==> config.mk <==
export PLATFORM = sky130hd
export DESIGN_NAME = scsp_timer_irq_flat
export DESIGN_NICKNAME = d
export VERILOG_FILES = /design/src/rtl/scsp_timer_irq_if.sv /design/src/rtl/scsp_timer_irq.sv /design/src/flat_wrapper.sv
export SDC_FILE = /design/constraint.sdc
export NUM_CORES = 1
export LEC_CHECK = 0
export ABC_AREA = 1
export CAP_MARGIN = 20
export CORE_MARGIN = 2
export CORE_UTILIZATION = 39
export CTS_CLUSTER_DIAMETER = 40
export CTS_CLUSTER_SIZE = 25
export DETAILED_ROUTE_END_ITERATION = 7
export PLACE_DENSITY = 0.69
export SLEW_MARGIN = 20
export SYNTH_ARGS = -nofsm -noshare
export SYNTH_HDL_FRONTEND = slang
export SYNTH_SLANG_ARGS = --single-unit
==> constraint.sdc <==
create_clock -name clk_i -period 14.57 [get_ports clk_i]
set_input_delay 2.1855 -clock clk_i [delete_from_list [all_inputs] [get_ports clk_i]]
set_output_delay 2.1855 -clock clk_i [all_outputs]
set_load 0.03 [all_outputs]
==> src/rtl/scsp_timer_irq_if.sv <==
// Bundle of SCSP timer/interrupt signals; master drives controls, slave returns counters, pending and level.
// Purely combinational wiring; no handshake, all strobes are single-cycle.
interface scsp_timer_irq_if #(
  parameter int NUM_TIMERS = 3,
  parameter int CNT_W      = 8,
  parameter int NUM_SRC    = 11
);
  logic                        smpl_ce;
  logic [NUM_TIMERS-1:0]       tim_wr;
  logic [CNT_W+2:0]            tim_data;
  logic [NUM_TIMERS*CNT_W-1:0] tim_cnt;
  logic [NUM_SRC-1:0]          ext_ev;
  logic [NUM_SRC-1:0]          ieb;
  logic                        set_wr;
  logic                        clr_wr;
  logic [NUM_SRC-1:0]          set_data;
  logic [NUM_SRC-1:0]          clr_data;
  logic [NUM_SRC-1:0]          lv0;
  logic [NUM_SRC-1:0]          lv1;
  logic [NUM_SRC-1:0]          lv2;
  logic [NUM_SRC-1:0]          pend;
  logic [2:0]                  irq_lvl;

  modport master (
    output smpl_ce, tim_wr, tim_data, ext_ev, ieb, set_wr, clr_wr,
           set_data, clr_data, lv0, lv1, lv2,
    input  tim_cnt, pend, irq_lvl
  );

  modport slave (
    input  smpl_ce, tim_wr, tim_data, ext_ev, ieb, set_wr, clr_wr,
           set_data, clr_data, lv0, lv1, lv2,
    output tim_cnt, pend, irq_lvl
  );
endinterface

==> src/rtl/scsp_timer_irq.sv <==
// SCSP sample-rate timers with prescale, interrupt-pending register and registered 3-bit priority level.
// Latency: writes/events reach PEND in 1 clock and IRQ_LVL in 2; no backpressure, inputs always accepted.
module scsp_timer_irq #(
  parameter int NUM_TIMERS     = 3,
  parameter int CNT_W          = 8,
  parameter int NUM_SRC        = 11,
  parameter int TIMER_SRC_BASE = 6,
  parameter int AUTO_RELOAD    = 0
) (
  input  logic            clk_i,
  input  logic            rst_ni,
  scsp_timer_irq_if.slave bus
);

  logic [6:0]                  ps_q, ps_d;
  logic [NUM_TIMERS-1:0]       tick;
  logic [NUM_TIMERS-1:0]       ovf;
  logic [NUM_TIMERS*CNT_W-1:0] cnt_flat;
  logic [NUM_SRC-1:0]          pend_q, pend_d;
  logic [NUM_SRC-1:0]          tmr_set, tmr_pos, sets, act;
  logic [2:0]                  irq_q, irq_d;

  assign ps_d = bus.smpl_ce ? ps_q + 7'd1 : ps_q;

  genvar g;
  for (g = 0; g < NUM_TIMERS; g++) begin : g_tmr
    logic [CNT_W-1:0] cnt_q, cnt_d, reload_q, reload_d;
    logic [2:0]       tctl_q, tctl_d;
    logic [6:0]       ps_mask;
    logic             ovf_l;

    // Tick when the low TCTL bits of the pre-increment prescaler are all ones.
    assign ps_mask       = 7'((8'd1 << tctl_q) - 8'd1);
    assign tick[g]       = bus.smpl_ce & ((ps_q & ps_mask) == ps_mask);
    assign ovf[g]        = ovf_l;
    assign cnt_flat[g*CNT_W +: CNT_W] = cnt_q;

    always_comb begin
      cnt_d    = cnt_q;
      reload_d = reload_q;
      tctl_d   = tctl_q;
      ovf_l    = 1'b0;
      if (bus.tim_wr[g]) begin
        cnt_d    = bus.tim_data[CNT_W-1:0];
        reload_d = bus.tim_data[CNT_W-1:0];
        tctl_d   = bus.tim_data[CNT_W +: 3];
      end else if (tick[g]) begin
        if (&cnt_q) begin
          cnt_d = (AUTO_RELOAD != 0) ? reload_q : '0;
          ovf_l = 1'b1;
        end else begin
          cnt_d = cnt_q + CNT_W'(1);
        end
      end
    end

    always_ff @(posedge clk_i or negedge rst_ni) begin
      if (!rst_ni) begin
        cnt_q    <= '0;
        reload_q <= '0;
        tctl_q   <= '0;
      end else begin
        cnt_q    <= cnt_d;
        reload_q <= reload_d;
        tctl_q   <= tctl_d;
      end
    end
  end

  always_comb begin
    tmr_set = '0;
    tmr_pos = '0;
    for (int t = 0; t < NUM_TIMERS; t++) begin
      tmr_set[TIMER_SRC_BASE+t] = ovf[t];
      tmr_pos[TIMER_SRC_BASE+t] = 1'b1;
    end
  end

  // Sets are OR-ed in after the clear so a same-cycle set wins.
  assign sets   = tmr_set | (bus.ext_ev & ~tmr_pos) | (bus.set_wr ? bus.set_data : '0);
  assign pend_d = (pend_q & ~(bus.clr_wr ? bus.clr_data : '0)) | sets;
  assign act    = pend_q & bus.ieb;

  always_comb begin
    irq_d = '0;
    for (int i = 0; i < NUM_SRC; i++) begin
      if (act[i] && ({bus.lv2[i], bus.lv1[i], bus.lv0[i]} > irq_d)) begin
        irq_d = {bus.lv2[i], bus.lv1[i], bus.lv0[i]};
      end
    end
  end

  always_ff @(posedge clk_i or negedge rst_ni) begin
    if (!rst_ni) begin
      ps_q   <= '0;
      pend_q <= '0;
      irq_q  <= '0;
    end else begin
      ps_q   <= ps_d;
      pend_q <= pend_d;
      irq_q  <= irq_d;
    end
  end

  assign bus.tim_cnt = cnt_flat;
  assign bus.pend    = pend_q;
  assign bus.irq_lvl = irq_q;

endmodule

==> src/flat_wrapper.sv <==
// flat-port wrapper written by rule: the top's interface ports become plain ports
module scsp_timer_irq_flat 
#(
  parameter int NUM_TIMERS     = 3,
  parameter int CNT_W          = 8,
  parameter int NUM_SRC        = 11,
  parameter int TIMER_SRC_BASE = 6,
  parameter int AUTO_RELOAD    = 0
)
  (clk_i, rst_ni, bus_smpl_ce, bus_tim_wr, bus_tim_data, bus_ext_ev, bus_ieb, bus_set_wr, bus_clr_wr, bus_set_data, bus_clr_data, bus_lv0, bus_lv1, bus_lv2, bus_tim_cnt, bus_pend, bus_irq_lvl);
  scsp_timer_irq_if #(.NUM_TIMERS(NUM_TIMERS), .CNT_W(CNT_W), .NUM_SRC(NUM_SRC)) bus_i ();
  input  logic clk_i;
  input  logic rst_ni;
  input wire logic [$bits(bus_i.smpl_ce)-1:0] bus_smpl_ce;
  input wire logic [$bits(bus_i.tim_wr)-1:0] bus_tim_wr;
  input wire logic [$bits(bus_i.tim_data)-1:0] bus_tim_data;
  input wire logic [$bits(bus_i.ext_ev)-1:0] bus_ext_ev;
  input wire logic [$bits(bus_i.ieb)-1:0] bus_ieb;
  input wire logic [$bits(bus_i.set_wr)-1:0] bus_set_wr;
  input wire logic [$bits(bus_i.clr_wr)-1:0] bus_clr_wr;
  input wire logic [$bits(bus_i.set_data)-1:0] bus_set_data;
  input wire logic [$bits(bus_i.clr_data)-1:0] bus_clr_data;
  input wire logic [$bits(bus_i.lv0)-1:0] bus_lv0;
  input wire logic [$bits(bus_i.lv1)-1:0] bus_lv1;
  input wire logic [$bits(bus_i.lv2)-1:0] bus_lv2;
  output wire logic [$bits(bus_i.tim_cnt)-1:0] bus_tim_cnt;
  output wire logic [$bits(bus_i.pend)-1:0] bus_pend;
  output wire logic [$bits(bus_i.irq_lvl)-1:0] bus_irq_lvl;
  assign bus_i.smpl_ce = bus_smpl_ce;
  assign bus_i.tim_wr = bus_tim_wr;
  assign bus_i.tim_data = bus_tim_data;
  assign bus_i.ext_ev = bus_ext_ev;
  assign bus_i.ieb = bus_ieb;
  assign bus_i.set_wr = bus_set_wr;
  assign bus_i.clr_wr = bus_clr_wr;
  assign bus_i.set_data = bus_set_data;
  assign bus_i.clr_data = bus_clr_data;
  assign bus_i.lv0 = bus_lv0;
  assign bus_i.lv1 = bus_lv1;
  assign bus_i.lv2 = bus_lv2;
  assign bus_tim_cnt = bus_i.tim_cnt;
  assign bus_pend = bus_i.pend;
  assign bus_irq_lvl = bus_i.irq_lvl;
  scsp_timer_irq #(.NUM_TIMERS(NUM_TIMERS), .CNT_W(CNT_W), .NUM_SRC(NUM_SRC), .TIMER_SRC_BASE(TIMER_SRC_BASE), .AUTO_RELOAD(AUTO_RELOAD)) u_core (.clk_i(clk_i), .rst_ni(rst_ni), .bus(bus_i));
endmodule
==> flow_summary.json, run 1 <==
{
  "status": "completed",
  "synth_top_flop_cell": "dfrtp_1",
  "post-route-period-util": 0.862,
  "design.die.area_sq_um": 11500,
  "timing.setup.tns_ps": 0,
  "total_switching_power_uw": 280,
  "yosysWarnings": 0,
  "cap_viol_max_count": 0,
  "pin_count": 134,
  "fp.coreArea_sq_um": 10300,
  "finalHoldWorstSlack_ps": 527,
  "via_count_of_the_first_global_routing_pass": 4186,
  "placement.io_buffers": 130,
  "worstPathRequired_ps": 14770,
  "antenna_violations_before_repair": 0,
  "share_of_post_route_cells_with_drive_strength_above_1": 0.0820,
  "slew_headroom": 0.514,
  "critPathKind": "in -> reg",
  "skew_ps": 20.3,
  "ff2ff_setup_slack_ps": 3930,
  "tritoncts": "done",
  "die_y_um": 107,
  "syn2layout_area_growth_pct": 37.3,
  "via_per_inst": 5.14,
  "synth.avg_cell_area_sq_um": 7.20,
  "worst-slew-pin-transition_ps": 730,
  "number_of_buffers_created_by_cts": 5,
  "drt_iter0_markers": 237,
  "post_synth_num_cell_types": 40,
  "drt_first_pass_iters": 6,
  "syn_nets": 693,
  "rsz0062_at_grt": "false",
  "power.clock.fraction": 0.149,
  "share_comb_of_total_power": 0.506,
  "cell_area_synth_sq_um": 4140,
  "overall_fraction_of_global_route_tracks_in_use": 0.212,
  "p_leak_uw": 0.00268,
  "overflow": 0,
  "placement_rows": 37,
  "largest_net_degree_at_the_start_of_global_routing": 55,
  "synth-edff-count": 0,
  "gp_congestion": 0.889,
  "cts.sinks": 54,
  "final_nets": 824,
  "longest_individual_stage_delay_on_the_worst_path_ps": 470,
  "crit_top_cell": "nand2_2",
  "worst_setup_hold_path_clk_slew_ps": 110,
  "asyncSetResetFlopFracSynth": 1.00,
  "max_clock_freq_ghz": 0.0796,
  "antenna_diode_instance_count": 0,
  "insertion_delay_ps": 330,
  "antenna_violating_nets_post_route": 0,
  "setup_viol": 0,
  "remaining_drc_errors": 0,
  "hold_viol_final": 0,
  "power.internal_uw": 353,
  "cp.buffers_inverters": 7,
  "worstSetupStartpointType": "primary input",
  "crit_path_top_delay_cell": "clkdlybuf4s50_1",
  "number_of_instances_resized_during_post_cts_repair": 0,
  "irDropWorstVdd_uv": 81.5,
  "setup.worst_path.end_class": "flip-flop",
  "share_seq_of_total_power": 0.345,
  "grt_first_pass_wirelength_mm": 19.7,
  "hold_path_class": "reg -> reg",
  "cts_hold_repair.buffers": 0,
  "wirelength_mm": 12.1,
  "power_density_nw_per_um2": 111,
  "synth.yosys.seq_area_share": 0.326,
  "initial_util": 0.401,
  "synthesis.instances": 575,
  "wl_per_cell_um": 14.3,
  "ctsHtreeMaxLevel": 2,
  "num-fill-cells": 974,
  "post-dp-hpwl_mm": 9.48,
  "synth-seq-cells": 54,
  "critPathMaxFanout": 5,
  "postCtsSetupBuffers": 0,
  "vias": 4332,
  "slew_viol_final": 0,
  "fin_crit_ps": 12570,
  "worst_path_dominant_cell_family": "simple AND/OR/NAND/NOR gates",
  "master_cell_of_the_clock_root_buffer": "clkbuf_8",
  "chipWidth_um": 107,
  "clockBufferDepth": 2,
  "crit_arrival_ps": 12760,
  "p_sw_frac": 0.443
}
sequential cells by signal, indices dropped and copies added, names as in the netlist:
register	count
u_core.g_tmr.cnt_q	24
u_core.bus.pend	11
u_core.g_tmr.tctl_q	9
u_core.ps_q	7
u_core.bus.irq_lvl	3
power by group through the flow:
stage               Clock [uW]  Combinational [uW]  Sequential [uW]
floorplan                    0                 167              254
global placement             0                 310              219
detailed placement           0                 319              220
CTS                       98.3                 321              218
global route               105                 358              222
finish                    94.6                 320              218
metal layers:
metal | GRT usage | wire [um] | up-vias
li1 | - | - | 2193
met1 | 0.287 | 5620 | 2001
met2 | 0.355 | 5590 | 131
met3 | 0.0371 | 790 | 7
met4 | 0.0417 | 85 | 0
met5 | 0 | 0 | -
stage by stage:
step | setup WS [ps] | utilization | instances | area (sq um) | total power [uW]
2_1_floorplan | 3150 | - | 575 | 4140 | 420
3_3_place_gp | 2010 | 0.541 | 835 | 5590 | 529
3_5_place_dp | 1700 | 0.541 | 835 | 5590 | 538
4_1_cts | 2000 | 0.551 | 843 | 5690 | 637
5_1_grt | 1020 | 0.551 | 843 | 5690 | 686
6_report | 2000 | 0.551 | 843 | 5690 | 633
cells by family (layout without fill, tap and decap cells):
logic type / after synthesis / in the layout / synth area share
DFF: 54 / 54 / 0.326
xor gates and xnor gates: 12 / 12 / 0.0254
buffers and inverters: 110 / 242 / 0.0997
adders and majority gates: 22 / 22 / 0.0665
and+or+nand+nor: 250 / 250 / 0.286
AOI/OAI and AO/OA: 127 / 127 / 0.196
path summary, 6_finish.rpt:
check,start,endpoint,depth (start not counted)
worst min register to register,u_core.ps_q[0]$_DFFE_PN0P_,u_core.ps_q[0]$_DFFE_PN0P_,1
worst max-delay path,bus_ieb[0],u_core.bus.irq_lvl[2]$_DFF_PN0_,72
max in group asynchronous,rst_ni,u_core.g_tmr[2].tctl_q[1]$_DFFE_PN0P_,2
worst max register to register,u_core.bus.pend[0]$_DFF_PN0_,u_core.bus.irq_lvl[2]$_DFF_PN0_,71
worst min-delay path,u_core.ps_q[0]$_DFFE_PN0P_,u_core.ps_q[0]$_DFFE_PN0P_,1
min in group asynchronous,rst_ni,u_core.g_tmr[1].cnt_q[4]$_DFFE_PN0P_,2
worst reg2reg max path, delay by kind of cell, from the launching register on:
kind / cells / cell delay [ps]
AO/OA/AOI/OAI: 16 / 2610
buffers and inverters: 6 / 480
AND/OR/NAND/NOR: 39 / 4290
adder cells (fa/ha/maj): 10 / 2710
flip-flops: 1 / 400
cells in the mapped netlist, types with 2 or more instances:
master | instances | area share
o211ai_1 | 3 | 0.0054
nand3_1 | 38 | 0.046
o21bai_1 | 2 | 0.0036
a211o_1 | 2 | 0.0042
nand2_4 | 2 | 0.0054
nor4_1 | 4 | 0.0060
o22ai_1 | 6 | 0.0091
ha_1 | 22 | 0.066
nor2_1 | 33 | 0.030
dfrtp_1 | 54 | 0.33
inv_1 | 98 | 0.089
and2_1 | 2 | 0.0030
xor2_1 | 10 | 0.021
a21oi_2 | 3 | 0.0063
o21a_1 | 3 | 0.0054
or2_2 | 5 | 0.0076
a21oi_1 | 28 | 0.034
nor3_1 | 12 | 0.015
nand4_1 | 6 | 0.0091
nand2_2 | 22 | 0.033
inv_2 | 3 | 0.0027
o221ai_1 | 5 | 0.011
clkinv_1 | 2 | 0.0018
o31ai_1 | 3 | 0.0054
a221o_1 | 7 | 0.017
nand2_1 | 115 | 0.10
clkbuf_1 | 7 | 0.0063
a31oi_1 | 6 | 0.0091
nand3_2 | 11 | 0.027
o21ai_0 | 44 | 0.053
a2111oi_0 | 2 | 0.0042
xnor2_1 | 2 | 0.0042
o311ai_0 | 6 | 0.013
layout make-up:
cell class	count	area (sq um)	area share
multi-input cells	411	2380	0.418
flip-flops and latches	54	1350	0.238
repair buffers	131	1300	0.229
inverters	103	387	0.0680
well taps	136	170	0.0299
clock buffers	5	68.8	0.0121
clock inverters	3	28.8	0.00506
layout by cell type, fill, tap and decap left out, types with 22 or more instances in the layout:
cell             instances
a21oi_1                 28
clkdlybuf4s50_1        129
dfrtp_1                 54
ha_1                    22
inv_1                   98
nand2_1                115
nand2_2                 22
nand3_1                 38
nor2_1                  33
o21ai_0                 44
Power figures use the tool's default switching activity.
==> run 2, diff against run 1 <==
--- a/config.mk
+++ b/config.mk
@@ -8,11 +8,11 @@
 export ABC_AREA = 1
 export CAP_MARGIN = 20
 export CORE_MARGIN = 2
-export CORE_UTILIZATION = 39
+export CORE_UTILIZATION = 45
 export CTS_CLUSTER_DIAMETER = 40
 export CTS_CLUSTER_SIZE = 25
 export DETAILED_ROUTE_END_ITERATION = 7
-export PLACE_DENSITY = 0.69
+export PLACE_DENSITY = 0.78
 export SLEW_MARGIN = 20
 export SYNTH_ARGS = -nofsm -noshare
 export SYNTH_HDL_FRONTEND = slang
==> constraint.sdc (replaced) <==
create_clock -name clk_i -period 14.57 [get_ports clk_i]
set_input_delay 2.914 -clock clk_i [delete_from_list [all_inputs] [get_ports clk_i]]
set_output_delay 2.914 -clock clk_i [all_outputs]
set_load 0.03 [all_outputs]
==> run 2 against run 1 <==
Net effect:
- cell area down 0.55%
- total power grew 0.36%
- register-to-register slack lost 100 ps
- utilization up 7.3 points
- critical endpoint unchanged
==> flow_summary.json, run 2 (same netlist as run 1, synthesis figures left out) <==
{
  "status": "completed",
  "finalWorstSetupSlack_ps": 1180,
  "pin_count": 134,
  "insertion_delay_ps": 330,
  "cts.sinks": 54,
  "largest_net_degree_at_the_start_of_global_routing": 55,
  "layout.cells.most_common": "clkdlybuf4s50_1",
  "hold_viol_final": 0,
  "syn2layout_area_growth_pct": 36.6,
  "number_of_buffers_created_by_cts": 5,
  "antenna_violating_nets_post_route": 0,
  "share_of_post_route_cells_with_drive_strength_above_1": 0.0820,
  "wirelength_mm": 12.1,
  "crit_path_top_delay_cell": "clkdlybuf4s50_1",
  "via_per_inst": 5.47,
  "p_leak_uw": 0.00268,
  "place_ws_ps": 871,
  "ctsHtreeMaxLevel": 2,
  "ff2ff_setup_slack_ps": 3830,
  "layout.core_utilization": 0.624,
  "timing.critical_path.to": "u_core.bus.irq_lvl[2]$_DFF_PN0_",
  "setup_viol": 0,
  "critPathKind": "in -> reg",
  "max_clock_freq_ghz": 0.0747,
  "worst-slew-pin-transition_ps": 714,
  "largest_register_ffs": 24,
  "cap_viol_max_count": 0,
  "critPathMaxFanout": 5,
  "worst_setup_hold_path_clk_slew_ps": 110,
  "wl_per_cell_um": 14.8,
  "fin_crit_ps": 13390,
  "crit_arrival_ps": 13610,
  "longest_individual_stage_delay_on_the_worst_path_ps": 490,
  "p_total_uw": 635,
  "via_count_of_the_first_global_routing_pass": 4355,
  "master_cell_of_the_clock_root_buffer": "clkbuf_8",
  "skew_ps": 11.5,
  "clockBufferDepth": 2,
  "post-route-period-util": 0.919,
  "place_inst": 810,
  "number_of_instances_resized_during_post_cts_repair": 0,
  "hold_sp": "u_core.ps_q[0]$_DFFE_PN0P_",
  "postCtsSetupBuffers": 0,
  "timing.setup.tns_ps": 0,
  "antenna_violations_before_repair": 0,
  "worstReg2RegEnd": "u_core.bus.irq_lvl[2]$_DFF_PN0_",
  "drt_first_pass_iters": 5,
  "slew_viol_final": 0,
  "layout_common_cells": "clkdlybuf4s50_1, nand2_1, inv_1",
  "rsz0062_at_grt": "false",
  "crit_top_cell": "nand2_2",
  "grt_first_pass_wirelength_mm": 19.5,
  "slew_headroom": 0.524,
  "critical_path.reg2reg.startpoint": "u_core.bus.pend[0]$_DFF_PN0_",
  "cts_hold_repair.buffers": 0,
  "design.die.area_sq_um": 9980,
  "worstSetupStartpointType": "primary input",
  "gp_congestion": 0.855,
  "final_nets": 824,
  "hold_path_class": "reg -> reg",
  "drt_iter0_markers": 244,
  "chipWidth_um": 99.9,
  "post-dp-hpwl_mm": 9.51,
  "regMostFlops": "u_core.g_tmr.cnt_q",
  "die_y_um": 99.9,
  "tritoncts": "done",
  "worst_r2r_path_depth": 72,
  "placement.io_buffers": 130,
  "remaining_drc_errors": 0,
  "irDropWorstVdd_uv": 71.8,
  "overflow": 0,
  "power_density_nw_per_um2": 112,
  "vias": 4472,
  "placement_rows": 35,
  "crit_path_start": "bus_ieb[0]",
  "setup.worst_path.end_class": "flip-flop",
  "fp.coreArea_sq_um": 9060,
  "antenna_diode_instance_count": 0,
  "worstPathRequired_ps": 14790,
  "overall_fraction_of_global_route_tracks_in_use": 0.240,
  "layout.cells.non_filler": 818,
  "initial_util": 0.457
}
[run 2: worst min path at each step]
stage	end	slack (ps)	cells past startpoint
floorplan	u_core.ps_q[0]$_DFFE_PN0P_	490	1
global placement	u_core.ps_q[0]$_DFFE_PN0P_	510	1
detailed placement	u_core.ps_q[0]$_DFFE_PN0P_	510	1
CTS	u_core.ps_q[0]$_DFFE_PN0P_	530	1
global route	u_core.ps_q[0]$_DFFE_PN0P_	570	1
finish	u_core.ps_q[0]$_DFFE_PN0P_	530	1
[run 2: layout make-up]
type | instances | area [sq um]
sequential | 54 | 1350
fill | 804 | 3410
multi-input combinational | 411 | 2380
timing repair buffer | 131 | 1300
clock buffer | 5 | 68.8
tap | 111 | 139
clock inverter | 3 | 28.8
inverter | 103 | 387
[run 2: routing by layer]
metal,share of wire,global-route usage
met4,0.021,0.0885
met1,0.43,0.307
met2,0.47,0.416
met5,0,0
met3,0.074,0.0306
[run 2: critical path: cells and delay by family]
kind,cells,cell delay (ps)
adder cells (fa/ha/maj),10,2730
AND/OR/NAND/NOR,41,4370
buffers and inverters,6,890
AO/OA/AOI/OAI,16,2680
[run 2: stage by stage]
| stage | cell area (sq um) | hold slack [ps] |
|---|---|---|
| 5_1_grt | 5650 | 567 |
| 4_1_cts | 5650 | 531 |
| 3_5_place_dp | 5560 | 510 |
| 2_1_floorplan | 4140 | 488 |
| 6_report | 5650 | 530 |
| 3_3_place_gp | 5560 | 505 |
[run 2: where the power goes]
part / leakage [uW] / switching [uW] / total [uW] / internal, uW
clock network: 0.0000502 / 58.5 / 94.3 / 35.8
logic: 0.00201 / 189 / 324 / 135
registers: 0.000612 / 34.7 / 217 / 182
==> run 3, diff against run 2 <==
--- a/config.mk
+++ b/config.mk
@@ -13,6 +13,7 @@
 export CTS_CLUSTER_SIZE = 25
 export DETAILED_ROUTE_END_ITERATION = 7
 export PLACE_DENSITY = 0.78
+export SETUP_SLACK_MARGIN = 0.02
 export SLEW_MARGIN = 20
 export SYNTH_ARGS = -nofsm -noshare
 export SYNTH_HDL_FRONTEND = slang
==> results of run 3 <==
No change in the layout: final DEF, timing and power equal those of run 2.
